[src/rtl/rns_dot_accumulator_pkg.sv]
// Shared definitions for the RNS dot-product accumulator.
//   - lane geometry (4 lanes of 8 bits) and default moduli
//   - rns_word_t: packed 4-lane residue word, lane i in bits [8*i+7:8*i]
//   - state_t:    accumulator FSM states, also exported for debug
//   - mod_add:    canonical modular add for one lane
package rns_pkg;

  localparam int unsigned LANE_W = 8;
  localparam int unsigned LANES  = 4;

  localparam int unsigned M0_DEF = 251;
  localparam int unsigned M1_DEF = 241;
  localparam int unsigned M2_DEF = 239;
  localparam int unsigned M3_DEF = 233;

  typedef logic [LANES-1:0][LANE_W-1:0] rns_word_t;

  typedef enum logic [1:0] {
    ST_ACC   = 2'd0,
    ST_DRAIN = 2'd1,
    ST_OUT   = 2'd2
  } state_t;

  // Both operands are canonical (< m), so the sum is < 2m and one
  // conditional subtract brings it back into range.
  function automatic logic [LANE_W-1:0] mod_add(input logic [LANE_W-1:0] a,
                                                input logic [LANE_W-1:0] b,
                                                input logic [LANE_W:0]   m);
    logic [LANE_W:0] s;
    s = {1'b0, a} + {1'b0, b};
    if (s >= m) s = s - m;
    return s[LANE_W-1:0];
  endfunction

endpackage

[src/rtl/rns_dot_accumulator_if.sv]
// Handshake bundle for rns_dot_accumulator.
//   in_valid/in_ready/in_a/in_b/in_last : input beat stream
//   out_valid/out_ready/out_rns/out_len : one result per vector
// Valid/ready: a transfer happens on a rising edge where valid and ready
// are both high. A producer holding valid keeps its data stable until the
// transfer; valid never waits on ready. ready may be asserted at any time.
interface rns_dot_accumulator_if;

  logic              in_valid;
  logic              in_ready;
  rns_pkg::rns_word_t in_a;
  rns_pkg::rns_word_t in_b;
  logic              in_last;
  logic              out_valid;
  logic              out_ready;
  rns_pkg::rns_word_t out_rns;
  logic [15:0]       out_len;

  modport master (
    output in_valid, in_a, in_b, in_last, out_ready,
    input  in_ready, out_valid, out_rns, out_len
  );

  modport slave (
    input  in_valid, in_a, in_b, in_last, out_ready,
    output in_ready, out_valid, out_rns, out_len
  );

endinterface

[src/rtl/rns_dot_accumulator_lane_mac.sv]
// One RNS lane: stage 1 registers (a*b) mod M, stage 2 folds it into a
// canonical running sum.
//   clk, rst   : clock, synchronous active-high reset
//   clr_i      : zero the accumulator (wins over acc_en_i)
//   load_i     : capture the reduced product of a_i*b_i
//   acc_en_i   : add the registered product into the accumulator
//   a_i, b_i   : lane residues, may be non-canonical (up to 255)
//   acc_o      : canonical accumulator value
module rns_lane_mac
  import rns_pkg::*;
#(
  parameter int unsigned M = 251
) (
  input  logic              clk,
  input  logic              rst,
  input  logic              clr_i,
  input  logic              load_i,
  input  logic              acc_en_i,
  input  logic [LANE_W-1:0] a_i,
  input  logic [LANE_W-1:0] b_i,
  output logic [LANE_W-1:0] acc_o
);

  localparam logic [15:0]     M16 = 16'(M);
  localparam logic [LANE_W:0] M9  = (LANE_W+1)'(M);

  logic [15:0]       prod;
  logic [LANE_W-1:0] red;
  logic [LANE_W-1:0] p_q;
  logic [LANE_W-1:0] acc_q;

  // Full reduction of the 16-bit product makes non-canonical inputs safe.
  always_comb begin
    prod = 16'(a_i) * 16'(b_i);
    red  = LANE_W'(prod % M16);
  end

  always_ff @(posedge clk) begin
    if (rst) begin
      p_q   <= '0;
      acc_q <= '0;
    end else begin
      if (load_i) p_q <= red;
      if (clr_i)         acc_q <= '0;
      else if (acc_en_i) acc_q <= mod_add(acc_q, p_q, M9);
    end
  end

  assign acc_o = acc_q;

endmodule

[src/rtl/rns_dot_accumulator.sv]
// Streaming RNS multiply-accumulate: accumulates lane-wise modular products
// of (in_a, in_b) over a vector ended by in_last, then presents one packed
// dot-product word with the beat count.
//   clk, rst     : clock, synchronous active-high reset
//   bus_if       : slave side of rns_dot_accumulator_if (beats in, result out)
//   dbg_state_o  : current FSM state
module rns_dot_accumulator
  import rns_pkg::*;
#(
  parameter int unsigned M0 = M0_DEF,
  parameter int unsigned M1 = M1_DEF,
  parameter int unsigned M2 = M2_DEF,
  parameter int unsigned M3 = M3_DEF
) (
  input  logic                  clk,
  input  logic                  rst,
  rns_dot_accumulator_if.slave  bus_if,
  output state_t                dbg_state_o
);

  localparam int unsigned MODS [LANES] = '{M0, M1, M2, M3};

  state_t      state_q, state_d;
  logic        in_ready_q;
  logic        v1_q;
  logic [15:0] cnt_q;
  rns_word_t   out_rns_q;
  logic [15:0] out_len_q;
  rns_word_t   acc_w;

  logic accept;
  logic done;
  logic load_out;

  assign accept = bus_if.in_valid && in_ready_q && (state_q == ST_ACC);
  assign done   = (state_q == ST_OUT) && bus_if.out_ready;

  // State register
  always_ff @(posedge clk) begin
    if (rst) state_q <= ST_ACC;
    else     state_q <= state_d;
  end

  // Next state. DRAIN waits until the last product has left stage 1,
  // i.e. the accumulator already holds every beat of the vector.
  always_comb begin
    state_d = state_q;
    unique case (state_q)
      ST_ACC:   if (accept && bus_if.in_last) state_d = ST_DRAIN;
      ST_DRAIN: if (!v1_q)                    state_d = ST_OUT;
      ST_OUT:   if (bus_if.out_ready)         state_d = ST_ACC;
      default:  state_d = ST_ACC;
    endcase
  end

  // Outputs
  always_comb begin
    bus_if.out_valid = (state_q == ST_OUT);
    load_out         = (state_q == ST_DRAIN) && !v1_q;
    dbg_state_o      = state_q;
  end

  // in_ready is registered from the next state so out_ready never reaches
  // it combinationally, and it is low throughout the reset cycle.
  always_ff @(posedge clk) begin
    if (rst) begin
      in_ready_q <= 1'b0;
      v1_q       <= 1'b0;
      cnt_q      <= '0;
      out_rns_q  <= '0;
      out_len_q  <= '0;
    end else begin
      in_ready_q <= (state_d == ST_ACC);
      v1_q       <= accept;
      if (done)                           cnt_q <= '0;
      else if (accept && cnt_q != 16'hFFFF) cnt_q <= cnt_q + 16'd1;
      if (load_out) begin
        out_rns_q <= acc_w;
        out_len_q <= cnt_q;
      end
    end
  end

  assign bus_if.in_ready = in_ready_q;
  assign bus_if.out_rns  = out_rns_q;
  assign bus_if.out_len  = out_len_q;

  for (genvar g = 0; g < LANES; g++) begin : g_lane
    rns_lane_mac #(.M(MODS[g])) u_lane (
      .clk      (clk),
      .rst      (rst),
      .clr_i    (done),
      .load_i   (accept),
      .acc_en_i (v1_q),
      .a_i      (bus_if.in_a[g]),
      .b_i      (bus_if.in_b[g]),
      .acc_o    (acc_w[g])
    );
  end

endmodule
[src/flat_wrapper.sv]
// flat-port wrapper written by rule: the top's interface ports become plain ports
module rns_dot_accumulator_flat import rns_pkg::*;
#(
  parameter int unsigned M0 = M0_DEF,
  parameter int unsigned M1 = M1_DEF,
  parameter int unsigned M2 = M2_DEF,
  parameter int unsigned M3 = M3_DEF
)
  (clk, rst, dbg_state_o, bus_if_in_valid, bus_if_in_a, bus_if_in_b, bus_if_in_last, bus_if_out_ready, bus_if_in_ready, bus_if_out_valid, bus_if_out_rns, bus_if_out_len);
  rns_dot_accumulator_if bus_if_i ();
  input  logic clk;
  input  logic rst;
  output state_t dbg_state_o;
  input wire logic [$bits(bus_if_i.in_valid)-1:0] bus_if_in_valid;
  input wire logic [$bits(bus_if_i.in_a)-1:0] bus_if_in_a;
  input wire logic [$bits(bus_if_i.in_b)-1:0] bus_if_in_b;
  input wire logic [$bits(bus_if_i.in_last)-1:0] bus_if_in_last;
  input wire logic [$bits(bus_if_i.out_ready)-1:0] bus_if_out_ready;
  output wire logic [$bits(bus_if_i.in_ready)-1:0] bus_if_in_ready;
  output wire logic [$bits(bus_if_i.out_valid)-1:0] bus_if_out_valid;
  output wire logic [$bits(bus_if_i.out_rns)-1:0] bus_if_out_rns;
  output wire logic [$bits(bus_if_i.out_len)-1:0] bus_if_out_len;
  assign bus_if_i.in_valid = bus_if_in_valid;
  assign bus_if_i.in_a = bus_if_in_a;
  assign bus_if_i.in_b = bus_if_in_b;
  assign bus_if_i.in_last = bus_if_in_last;
  assign bus_if_i.out_ready = bus_if_out_ready;
  assign bus_if_in_ready = bus_if_i.in_ready;
  assign bus_if_out_valid = bus_if_i.out_valid;
  assign bus_if_out_rns = bus_if_i.out_rns;
  assign bus_if_out_len = bus_if_i.out_len;
  rns_dot_accumulator #(.M0(M0), .M1(M1), .M2(M2), .M3(M3)) u_core (.clk(clk), .rst(rst), .bus_if(bus_if_i), .dbg_state_o(dbg_state_o));
endmodule
[config.mk]
export PLATFORM = sky130hd
export DESIGN_NAME = rns_dot_accumulator_flat
export DESIGN_NICKNAME = d
export VERILOG_FILES = /design/src/rtl/rns_dot_accumulator_pkg.sv /design/src/rtl/rns_dot_accumulator_if.sv /design/src/rtl/rns_dot_accumulator_lane_mac.sv /design/src/rtl/rns_dot_accumulator.sv /design/src/flat_wrapper.sv
export SDC_FILE = /design/constraint.sdc
export NUM_CORES = 1
export LEC_CHECK = 0
export BUFFER_PORTS_ARGS = -buffer_cell sky130_fd_sc_hd__clkbuf_2
export CAP_MARGIN = 20
export CORE_ASPECT_RATIO = 2
export CORE_UTILIZATION = 37
export DETAILED_ROUTE_END_ITERATION = 8
export GPL_TIMING_DRIVEN = 0
export PLACE_DENSITY = 0.51
export SETUP_SLACK_MARGIN = 0.02
export SLEW_MARGIN = 20
export SYNTH_ARGS = -nofsm -noshare
export SYNTH_HDL_FRONTEND = slang
export SYNTH_SLANG_ARGS = --single-unit
[constraint.sdc]
create_clock -name clk -period 28.4 [get_ports clk]
set_clock_uncertainty 0.05 [all_clocks]
set_input_delay 1.42 -clock clk [delete_from_list [all_inputs] [get_ports clk]]
set_output_delay 1.42 -clock clk [all_outputs]
set_load 0.005 [all_outputs]
==> results.txt, run 1 <==
- The die is 375 um tall.
- Number of violations of the max-capacitance limit: 0
- Initial Utilization: a little under two fifths
- Counting flops with a built-in enable in the synthesized netlist gives 0.
- The critical path in this run is classified as input pin to register.
* Clock-pin transition on the worst setup and hold timing paths: about 0.06 ns
* Synthesized area per cell: about 7.6 sq um
- Counting along the longest clock path gives a buffer depth of 2.
- Cells with a size suffix above 1 make up under 10% of the layout.
- Final critical-path setup slack: 13.71 ns
* Area of the die: 70700 sq um
* Total of endpoints with negative setup slack in the final report: 0
- Sequential cells were found to cover about a tenth of the synthesized design area.
- WL final: between 80000 and 90000 um
- For this block, the initial DRC count from the detailed router was ~910.
- Synth unique cells: between 100 and 150
- The first detailed-routing pass ran for 7 iterations.
* Longest individual stage delay on the worst path: 0.64 ns
- RD Place Congestion: slightly below 0.9
* Critical Path Fanout Max: 10
* Final Hold Fails: 0
- The Yosys step of the flow raised 0 warnings.
- The die is 189 um wide.
* Total nets after synthesis: around 3800
- In this run the worst setup path begins at bus_if_in_a[25].
- Total number of nets in the final design: about 4000
- Gates resized during post-CTS repair numbered 0.
- At the worst endpoint, the required time is 28.69 ns.
- Aggregate negative setup slack: 0 ns
* Number of rows created at floorplan: 136
* Max-slew violation total from the final report: 0
- Highest-count cells in the layout ignoring fill and taps: sky130_fd_sc_hd__nand2_1 (394), sky130_fd_sc_hd__inv_1 (240), sky130_fd_sc_hd__a21oi_1 (219)
* Setup slack at placement: 13.45 ns
- The first global-routing pass estimated 132000 um of wire.
- Portion of synthesized cell area occupied by the leading cell type: a little under an eighth
* Routed len/inst: 18.2 um
* Mapped Cells: ~3400
* Total CTS buffers: 17
* Port buffer count: 119
- After clock tree synthesis, the setup repair step added 0 buffers.
* DRT antenna net count: 0
- Antenna violations before repair: 0
* Crit share post-route: between 50% and 60%
- The clock reaches the later pin of the worst-skew pair after about 0.44 ns.
- The slowest stage of the critical path is the sky130_fd_sc_hd__a31oi_1 cell.
* Master cell of the clock root buffer: sky130_fd_sc_hd__clkbuf_16
* Largest net degree at the start of global routing: 17
* Share of flip-flops with an asynchronous set or reset: 0%
- The endpoint identified for the worst register-to-register timing path is u_core.g_lane[1].u_lane.acc_o[6]$_SDFFE_PP0P_.
* Aggregate global-route resource usage: 22.6%
- Leaving out fill and tap cells, the most frequent cell in the layout is sky130_fd_sc_hd__nand2_1.
- Area added between synthesis and finish: 8.96%
- The cell that appears most often on the critical path is sky130_fd_sc_hd__fa_1.
- During I/O placement, the number of pins put on the boundary was around 120.
* H-tree level count: 4
- Static timing analysis puts the maximum clock frequency at 0.0681 GHz.
* Capturing instance or port of the critical path: u_core.g_lane[3].u_lane.p_q[4]$_SDFFE_PP0P_
* Critical Path AT: roughly 15 ns
* Category of the worst setup path launch point: input pin
- For the pin with the worst max-slew slack, the measured transition is around 0.95 ns.
- Total standard cell area after synthesis: 25700 sq um
- Setup slack on the worst flop-to-flop path: around 25 ns
- Endpoint kind of the worst setup timing path: register
- R2r worst-path depth: 13
- Yosys top cell by area: sky130_fd_sc_hd__fa_1
- Final cell count without fillers: between 4000 and 5000
- The flow ran to the end, and the final reports show no timing, DRC or antenna violations.
- Headroom to the max-slew limit came out at 34.7%.
* Number of global-route vias before repair: 25900
- Number of sinks on the clock net: 132
- Half-perimeter wire length after placement: 68300 um
* Vias per inst: 5.71
- In the routed design, unresolved DRC markers number 0.
- Once placement finished, the instance area stood at 27500 sq um.
* Aggregate global routing overflow: 0
- Count of state elements after synthesis: approximately 130
- The path class of the tightest hold or removal check is register to register.
* Dominant cells by area after synthesis: sky130_fd_sc_hd__fa_1 (12%), sky130_fd_sc_hd__dfxtp_1 (10%), sky130_fd_sc_hd__ha_1 (9.5%)
* Setup repair after global routing missed its margin: no
- Buffers inserted to repair hold after CTS numbered 0.
- Core outline area: approximately 70000 sq um
- Cell total after placement: roughly 4400
- Counting instances, the worst hold path has a depth of 2.
* TritonCTS clock tree: done
- The worst register-to-register path begins at u_core.g_lane[1].u_lane.acc_o[0]$_SDFFE_PP0P_.
- Minimum clock period after layout: roughly 15 ns
- The final route contains approximately 25000 vias.
* Inserted Diodes: 0
- Finished Cell Area: 28100 sq um
- Among all flip-flop cells after synthesis, the most frequent one is sky130_fd_sc_hd__dfxtp_1.
[critical path: cells and delay by family]
family	cells	cell delay, ns
AO/OA/AOI/OAI	18	5.15
XOR/XNOR	3	0.90
adder cells (fa/ha/maj)	9	3.74
buffers and inverters	6	0.99
multiplexers	1	0.22
AND/OR/NAND/NOR	9	2.54
[layer usage]
layer / global-route usage, % / wire [um] / vias to the layer above
met2: 48.4 / 47200 / 437
met5: 0 / 0 / -
met4: 8.76 / 2960 / 0
met3: 1.45 / 1420 / 161
li1: - / - / 12600
met1: 21.4 / 28700 / 12100
[kinds of logic after synthesis]
logic type	Yosys count	share of synthesized area (%)
compound gates	1023	28.7
xor+xnor	196	6.97
fa+ha+maj	351	21.3
buf+inv	344	5.26
flops	132	10.3
mux	54	2.26
simple gates	1274	25.2
[cell type report]
cell class              count  area [sq um]
multi-input cells        2898         21800
inverters                 241           905
well taps                 897          1120
flip-flops and latches    132          2640
plain buffers             103           450
fillers                  7381         40700
repair buffers            119           596
clock buffers              17           425
clock inverters            15           156
[state kept, by name, summed over array words and instances (netlist names)]
name and count:
u_core.bus_if.out_len 16, u_core.v1_q 1, u_core.dbg_state_o 2, u_core.g_lane.u_lane.acc_o 32, u_core.g_lane.u_lane.p_q 32, u_core.bus_if.out_rns 32
u_core.cnt_q 16, u_core.bus_if.in_ready 1
[Yosys cell counts (all sizes together), types with 27 or more instances]
cell type  instances
nor3              83
o21ai            175
o21a              34
fa               148
a31oi             46
xnor2            127
o31ai             32
and2             200
o211ai            60
mux2i             40
nand3             97
nor2             216
or3               39
nor4              27
and3              35
xor2              66
a211oi            71
buf               36
nand2            395
clkbuf            67
ha               195
a21o              57
or2               37
a21oi            227
dfxtp            132
inv              241
[worst min path at each step]
stage | to | slack [ns] | start
after global placement | u_core.bus_if.out_len[11]$_SDFFE_PP0P_ | 0.40 | u_core.bus_if.out_len[11]$_SDFFE_PP0P_
after CTS | u_core.bus_if.out_len[13]$_SDFFE_PP0P_ | 0.40 | u_core.cnt_q[13]$_SDFFE_PP0P_
after global routing | u_core.bus_if.out_len[13]$_SDFFE_PP0P_ | 0.41 | u_core.cnt_q[13]$_SDFFE_PP0P_
after floorplan | u_core.g_lane[0].u_lane.p_q[5]$_SDFFE_PP0P_ | 0.38 | u_core.g_lane[0].u_lane.p_q[5]$_SDFFE_PP0P_
final | u_core.bus_if.out_len[8]$_SDFFE_PP0P_ | 0.40 | u_core.bus_if.out_len[8]$_SDFFE_PP0P_
after detailed placement | u_core.bus_if.out_len[13]$_SDFFE_PP0P_ | 0.39 | u_core.cnt_q[13]$_SDFFE_PP0P_
[through the flow]
| stage | hold slack (ns) | utilization [%] |
|---|---|---|
| after global routing | 0.415 | 40.8 |
| after CTS | 0.402 | 40.8 |
| final | 0.402 | 40.8 |
| after detailed placement | 0.394 | 39.9 |
| after floorplan | 0.380 | - |
| after global placement | 0.395 | 39.9 |
Power of run 1 is left out: the tool's default activity adds up to more than one toggle a clock period on the data nets, which glitch-free logic cannot reach.
==> inputs of run 2 (changes only) <==
ABC_AREA = 1   (was unset)
clock period = 13.65 ns   (was 28.4 ns; I/O delays follow)
==> results.txt, run 2 <==
- Cell family with the largest share of critical-path delay: simple AND/OR/NAND/NOR gates
* Count of synthesis-stage warnings from yosys: 0
- For this run the aggregate overflow at the end of global routing stands at 0.
- Portion of synthesized cell area occupied by the leading cell type: between 10% and 20%
- In the global route stage, overall resource usage came out at between 10% and 20%.
- Aggregate negative setup slack: 0 ns
- Based on the critical path, the design can be clocked at up to between 0.09 and 0.1 GHz.
- Minimum hold slack: a little over 0.4 ns
* TritonCTS clock tree: done
* Top cell by count, worst path: sky130_fd_sc_hd__nand2_1
- Fraction of layout cells with a size suffix above 1: about 14%
* Actual slew at the worst max-slew pin: ~1.0 ns
- The detailed router finished its first iteration with around 670 violations.
- Dominant cells by area after synthesis: sky130_fd_sc_hd__nand2_1 (16%), sky130_fd_sc_hd__inv_1 (11%), sky130_fd_sc_hd__fa_1 (11%)
* Critical path class: input pin to register
- Endpoint kind of the worst setup timing path: register
- At the later pin of the worst-skew pair, clock insertion delay measures 0.44 ns.
- Yosys mapped a number of flops with a built-in enable equal to 0.
- On the worst path, the slowest cell contributes a delay of 0.55 ns.
* Total CTS buffers: 17
* Number of vias after detailed routing: roughly 24000
- The worst hold path belongs to the class register to register.
- Yosys top cell by area: sky130_fd_sc_hd__nand2_1
* Total nets after synthesis: ~4600
- Number of gates resized after cts: 0
- Antenna violations before repair: 10
* Core outline area: roughly 70000 sq um
- Counting every instance in the synthesized netlist gives 4147.
- Together, buffers and inverters on the worst path number 11.
* Number of sinks on the clock net: 132
* Max-slew violation total from the final report: 0
- Half-perimeter wire length after placement: roughly 60000 um
- In this run the core area contains around 140 standard-cell rows.
- The area growth from synthesis to layout is 7.50%.
- Clock-pin transition on the worst setup and hold timing paths: approximately 0.06 ns
- From left edge to right edge, the die measures 190 um.
- The worst path uses between 80% and 90% of the clock period.
* Share of flip-flops with an asynchronous set or reset: 0%
- In this run, distinct cell masters in the synthesized netlist total just under 70.
* Port buffer count: 55
- The final layout contains routed wiring with a total length of roughly 70000 um.
- Setup violations remaining at the end of the flow were counted as 0.
* Global-route wire length before repair: 114000 um
* Max Buffers Root-to-Sink: 2
* Largest net degree at the start of global routing: 17
- Count leader, synth: sky130_fd_sc_hd__nand2_1
- Routed len/inst: 13.3 um
* Vertical die dimension: ~380 um
- Number of buffers inserted by hold repair at cts: 0
* Vias per inst: 4.75
* Share of synthesized area occupied by flip-flops and latches: between 10% and 20%
* RD Place Congestion: slightly below 0.9
* Count of state elements after synthesis: between 100 and 150
* Critical Path Fanout Max: 9
- The initial utilization of the core area, before any placement, comes to a little under two fifths.
- At the worst endpoint, the required time is about 14 ns.
* Category of the worst setup path launch point: input pin
* Most instantiated cells after synthesis: sky130_fd_sc_hd__nand2_1 (1120), sky130_fd_sc_hd__inv_1 (791), sky130_fd_sc_hd__nand3_1 (331)
* Total number of nets in the final design: between 4000 and 5000
- # DRC: 0
- Number of fill cells in the layout: approximately 8000
- For the worst setup path, the data arrival time is between 10 and 15 ns.
- The run finished with clean final reports.
- For this run, the detailed router's first-pass iteration total came to 6.
* Highest-count cells in the layout ignoring fill and taps: sky130_fd_sc_hd__nand2_1 (1120), sky130_fd_sc_hd__inv_1 (791), sky130_fd_sc_hd__nand3_1 (331)
* Ys flop type: sky130_fd_sc_hd__dfxtp_1
- Number of violations of the max-capacitance limit: 0
* Total standard cell area after synthesis: 26100 sq um
- Cells fill between 40% and 50% of the core in the end.
- Total I/O pin count: 121
- Area of the die: a little over 70000 sq um
* Worst slew margin relative to its limit: a little under a third
* DRT antenna net count: 0
- H-tree level count: 4
* Final Hold Fails: 0
* Setup repair after global routing missed its margin: no
- Number of global-route vias before repair: ~25000
- The number of setup buffers added after CTS is 0.
- The smallest clock period supported by the final layout is computed as between 10 and 15 ns.
* Master cell of the clock root buffer: sky130_fd_sc_hd__clkbuf_16
- Most common cell after layout, fill and taps aside: sky130_fd_sc_hd__nand2_1
* Slowest stage cell on the critical path: sky130_fd_sc_hd__fa_1
- A synthesized cell averages between 6 and 7 sq um.
[run 2: cell families (layout without fill, tap and decap cells)]
family,count (synthesis),in the layout,synth area share [%]
simple gates,2198,2198,41.2
buf+inv,960,1046,14.5
compound gates,382,382,8.97
fa+ha+maj,343,343,20.7
xor+xnor,132,132,4.61
flops,132,132,10.1
other cells,0,2,0
[run 2: final timing paths]
| kind | from | endpoint | slack, ns | depth (start not counted) |
|---|---|---|---|---|
| setup / recovery | bus_if_in_b[4] | u_core.g_lane[0].u_lane.p_q[0]$_SDFFE_PP0P_ | 2.68 | 65 |
| hold / removal | u_core.bus_if.out_rns[17]$_SDFFE_PP0P_ | u_core.bus_if.out_rns[17]$_SDFFE_PP0P_ | 0.41 | 2 |
| setup reg to reg | u_core.dbg_state_o[0]$_SDFF_PP0_ | u_core.cnt_q[15]$_SDFFE_PP0P_ | 10.09 | 16 |
| hold reg to reg | u_core.bus_if.out_rns[17]$_SDFFE_PP0P_ | u_core.bus_if.out_rns[17]$_SDFFE_PP0P_ | 0.41 | 2 |
[run 2: routing by layer]
layer	up-vias	GRT usage [%]	share of wire, %
li1	12900	-	-
met1	11100	17.3	35
met2	257	43.6	61
met3	91	1.58	2.1
met4	16	4.73	2.0
met5	-	0	0.15
[run 2: stage by stage]
| step | std cells | area (sq um) | worst slack (ns) |
|---|---|---|---|
| 4_1_cts | 5136 | 28100 | 2.48 |
| 5_1_grt | 5137 | 28100 | 1.64 |
| 6_report | 5138 | 28100 | 2.68 |
| 3_5_place_dp | 5105 | 27500 | 2.05 |
| 3_3_place_gp | 5105 | 27500 | 2.09 |
| 2_1_floorplan | 4147 | 26100 | 3.84 |
[run 2: tightest hold or removal path, delay by kind of cell, from the launching register on]
family          cells  cell delay (ns)
flops               1             0.31
compound gates      1             0.05
simple gates        1             0.06
[run 2: cell type report]
| type | count | area, sq um | area share, % |
|---|---|---|---|
| timing repair buffer | 55 | 275 | 0.980 |
| inverter | 852 | 3220 | 11.5 |
| clock inverter | 11 | 113 | 0.401 |
| tap | 903 | 1130 | 4.02 |
| antenna | 2 | 5.00 | 0.0178 |
| multi-input combinational | 3055 | 19700 | 70.2 |
| sequential | 132 | 2640 | 9.41 |
| clock buffer | 20 | 437 | 1.55 |
| buffer | 108 | 559 | 1.99 |
Power of run 2 is left out for the same reason.
==> inputs of run 3 (changes only) <==
PLACE_DENSITY = 0.52   (was 0.51)
clock period = 9.9 ns   (was 13.65 ns; I/O delays follow)
==> results.txt, run 3 (synthesis gave the netlist of run 2 again) <==
- Reg area: between 2000 and 3000 sq um
- At the worst endpoint, the arrival time is approximately 9.8 ns.
- Broken down by cell family, the worst path's largest delay share belongs to simple AND/OR/NAND/NOR gates.
- Path length in cells of the critical path: 79
- For the pin with the worst max-slew slack, the measured transition is roughly 1.1 ns.
* Number of fill cells in the layout: just over 7000
- The floorplan has ~140 rows.
* Number of buffer and inverter instances along the worst setup path: 12
* Global-route wire length before repair: 114000 um
* Total CTS buffers: 17
- For this run the aggregate overflow at the end of global routing stands at 0.
- The repair_antennas step left the layout with diodes totalling 0.
- Critical path class: input pin to register
- Data on the critical path is required at its endpoint by about 10 ns.
* Critical Path Fanout Max: 7
* Setup repair after global routing missed its margin: yes
- Area of the die: approximately 72000 sq um
- Clock Latency Late Sink: between 0.4 and 0.5 ns
* DRT antenna net count: 0
* Highest-count cells in the layout ignoring fill and taps: sky130_fd_sc_hd__nand2_1 (953), sky130_fd_sc_hd__inv_1 (745), sky130_fd_sc_hd__nand3_1 (255)
- Top cell by count, worst path: sky130_fd_sc_hd__nand2_4
* Max Buffers Root-to-Sink: 2
* Core outline area: 69800 sq um
- The worst hold path was traced through 5 stages.
- Cell total after placement: slightly above 5000
- The number of antenna violations at the first check in global routing came to 1.
- The worst path meets setup with between 0.3 and 0.4 ns of slack.
* Number of sinks on the clock net: 132
- The run finished with clean final reports.
- The clock tree synthesis step divided the H-tree into 4 levels.
* Total number of nets in the final design: ~4800
- The path class of the tightest hold or removal check is input pin to register.
* Number of global-route vias before repair: ~25000
- Crit share post-route: a little over nine tenths
- The library cell used most frequently in the layout, excluding fill and tap cells, is sky130_fd_sc_hd__nand2_1.
* WL final: around 72000 um
* Total of endpoints with negative setup slack in the final report: 0
- TritonCTS clock tree: done
- On the critical path, the stage with the largest delay is an instance of sky130_fd_sc_hd__fa_1.
- Longest individual stage delay on the worst path: 0.54 ns
- Final cell count without fillers: around 5300
* Routed len/inst: approximately 13 um
* Initial Utilization: a little under two fifths
* Clock-pin transition on the worst setup and hold timing paths: around 0.060 ns
- Setup slack at placement: -1.51 ns
* Area added between synthesis and finish: 26.5%
- Highest Clock Rate: about 0.11 GHz
- The worst setup path is launched from an input pin.
- The worst path needs 9.50 ns of the cycle, external delays included.
- DRT iter0 DRCs: 677
- Summing over every cut layer, the via total after detailed routing is ~26000.
- Half-perimeter wire length after placement: just under 60000 um
* R2r worst-path depth: 16
- Before antenna repair, the detailed router went through 5 iterations.
- For this run, the total global-route usage over all layers was measured as 19.4%.
- The number of hold violations in the final report is 0.
* Port buffer count: 55
* Multi-input gate area in the final layout: ~23000 sq um
* Die W: about 190 um
* Number of violations of the max-capacitance limit: 0
* Vertical die dimension: around 380 um
* Max-slew violation total from the final report: 0
- Master cell of the clock root buffer: sky130_fd_sc_hd__clkbuf_16
* Largest net degree at the start of global routing: 17
- Worst slew margin relative to its limit: around a quarter
* Number of buffers inserted by hold repair at cts: 0
- RD Place Congestion: roughly 0.86
- STA classifies the critical path endpoint as a register.
- For this design the top-level I/O count stands at roughly 120.
- In the routed design, unresolved DRC markers number 0.
- Vias per inst: 4.79
- Fraction of layout cells with a size suffix above 1: between 20 and 30%
==> run 3: changes by cell type in the layout (fill, tap and decap cells not counted), sizes merged <==
cell,before,now
bufinv,2,3
clkinv,7,5
o21ai,132,133
nand2,1354,1360
clkbuf,165,119
diode,2,0
buf,17,244
inv,851,855
==> run 3: layout make-up <==
type	instances	area share, %
Multi-Input combinational cell	3062	68.6
Inverter	852	9.88
Sequential cell	132	7.99
Timing Repair Buffer	238	5.40
Tap cell	903	3.42
Buffer	108	2.84
Clock buffer	18	1.33
Clock inverter	14	0.530
==> run 3: final timing paths <==
path                                                       to                              startpoint  slack (ns)
hold / removal               u_core.dbg_state_o[0]$_SDFF_PP0_                          bus_if_in_last        0.36
hold reg to reg        u_core.bus_if.out_len[13]$_SDFFE_PP0P_  u_core.bus_if.out_len[13]$_SDFFE_PP0P_        0.41
setup / recovery  u_core.g_lane[3].u_lane.p_q[6]$_SDFFE_PP0P_                         bus_if_in_b[26]        0.40
setup reg to reg                u_core.cnt_q[15]$_SDFFE_PP0P_        u_core.dbg_state_o[0]$_SDFF_PP0_        6.48
==> run 3: worst min-delay path, stage by stage <==
cell and delay (ns):
sky130_fd_sc_hd__clkbuf_2 0.08, sky130_fd_sc_hd__inv_1 0.06, sky130_fd_sc_hd__o22ai_1 0.09, sky130_fd_sc_hd__inv_1 0.06, sky130_fd_sc_hd__nor2_1 0.03
==> run 3: layer usage <==
layer | vias up | track usage (%) | part of all wire, %
li1 | 13300 | - | -
met1 | 11700 | 17.3 | 35
met2 | 335 | 42.9 | 61
met3 | 118 | 1.15 | 1.7
met4 | 2 | 6.70 | 2.9
met5 | - | 0 | 0.018
==> run 3: what timing repair did <==
| item | 4_1_cts | 5_1_grt |
|---|---|---|
| setup endpoints to repair | 32 | 32 |
| cloned | 5 | 3 |
| setup buffers | 56 | 126 |
| gates resized for setup | 221 | 708 |
| pin swaps | 110 | 385 |
==> run 3: metrics by stage <==
step                      hold WS [ns]  instance area [sq um]  utilization (%)  TNS, ns
final                            0.362                  33100             47.4        0
after detailed placement         0.403                  27500             39.5   -38.30
after CTS                        0.337                  29500             42.3        0
after global placement           0.398                  27500             39.5   -37.29
after global routing             0.358                  33100             47.4    -1.31
after floorplan                  0.398                  26100                -        0
Power of run 3 is left out for the same reason.
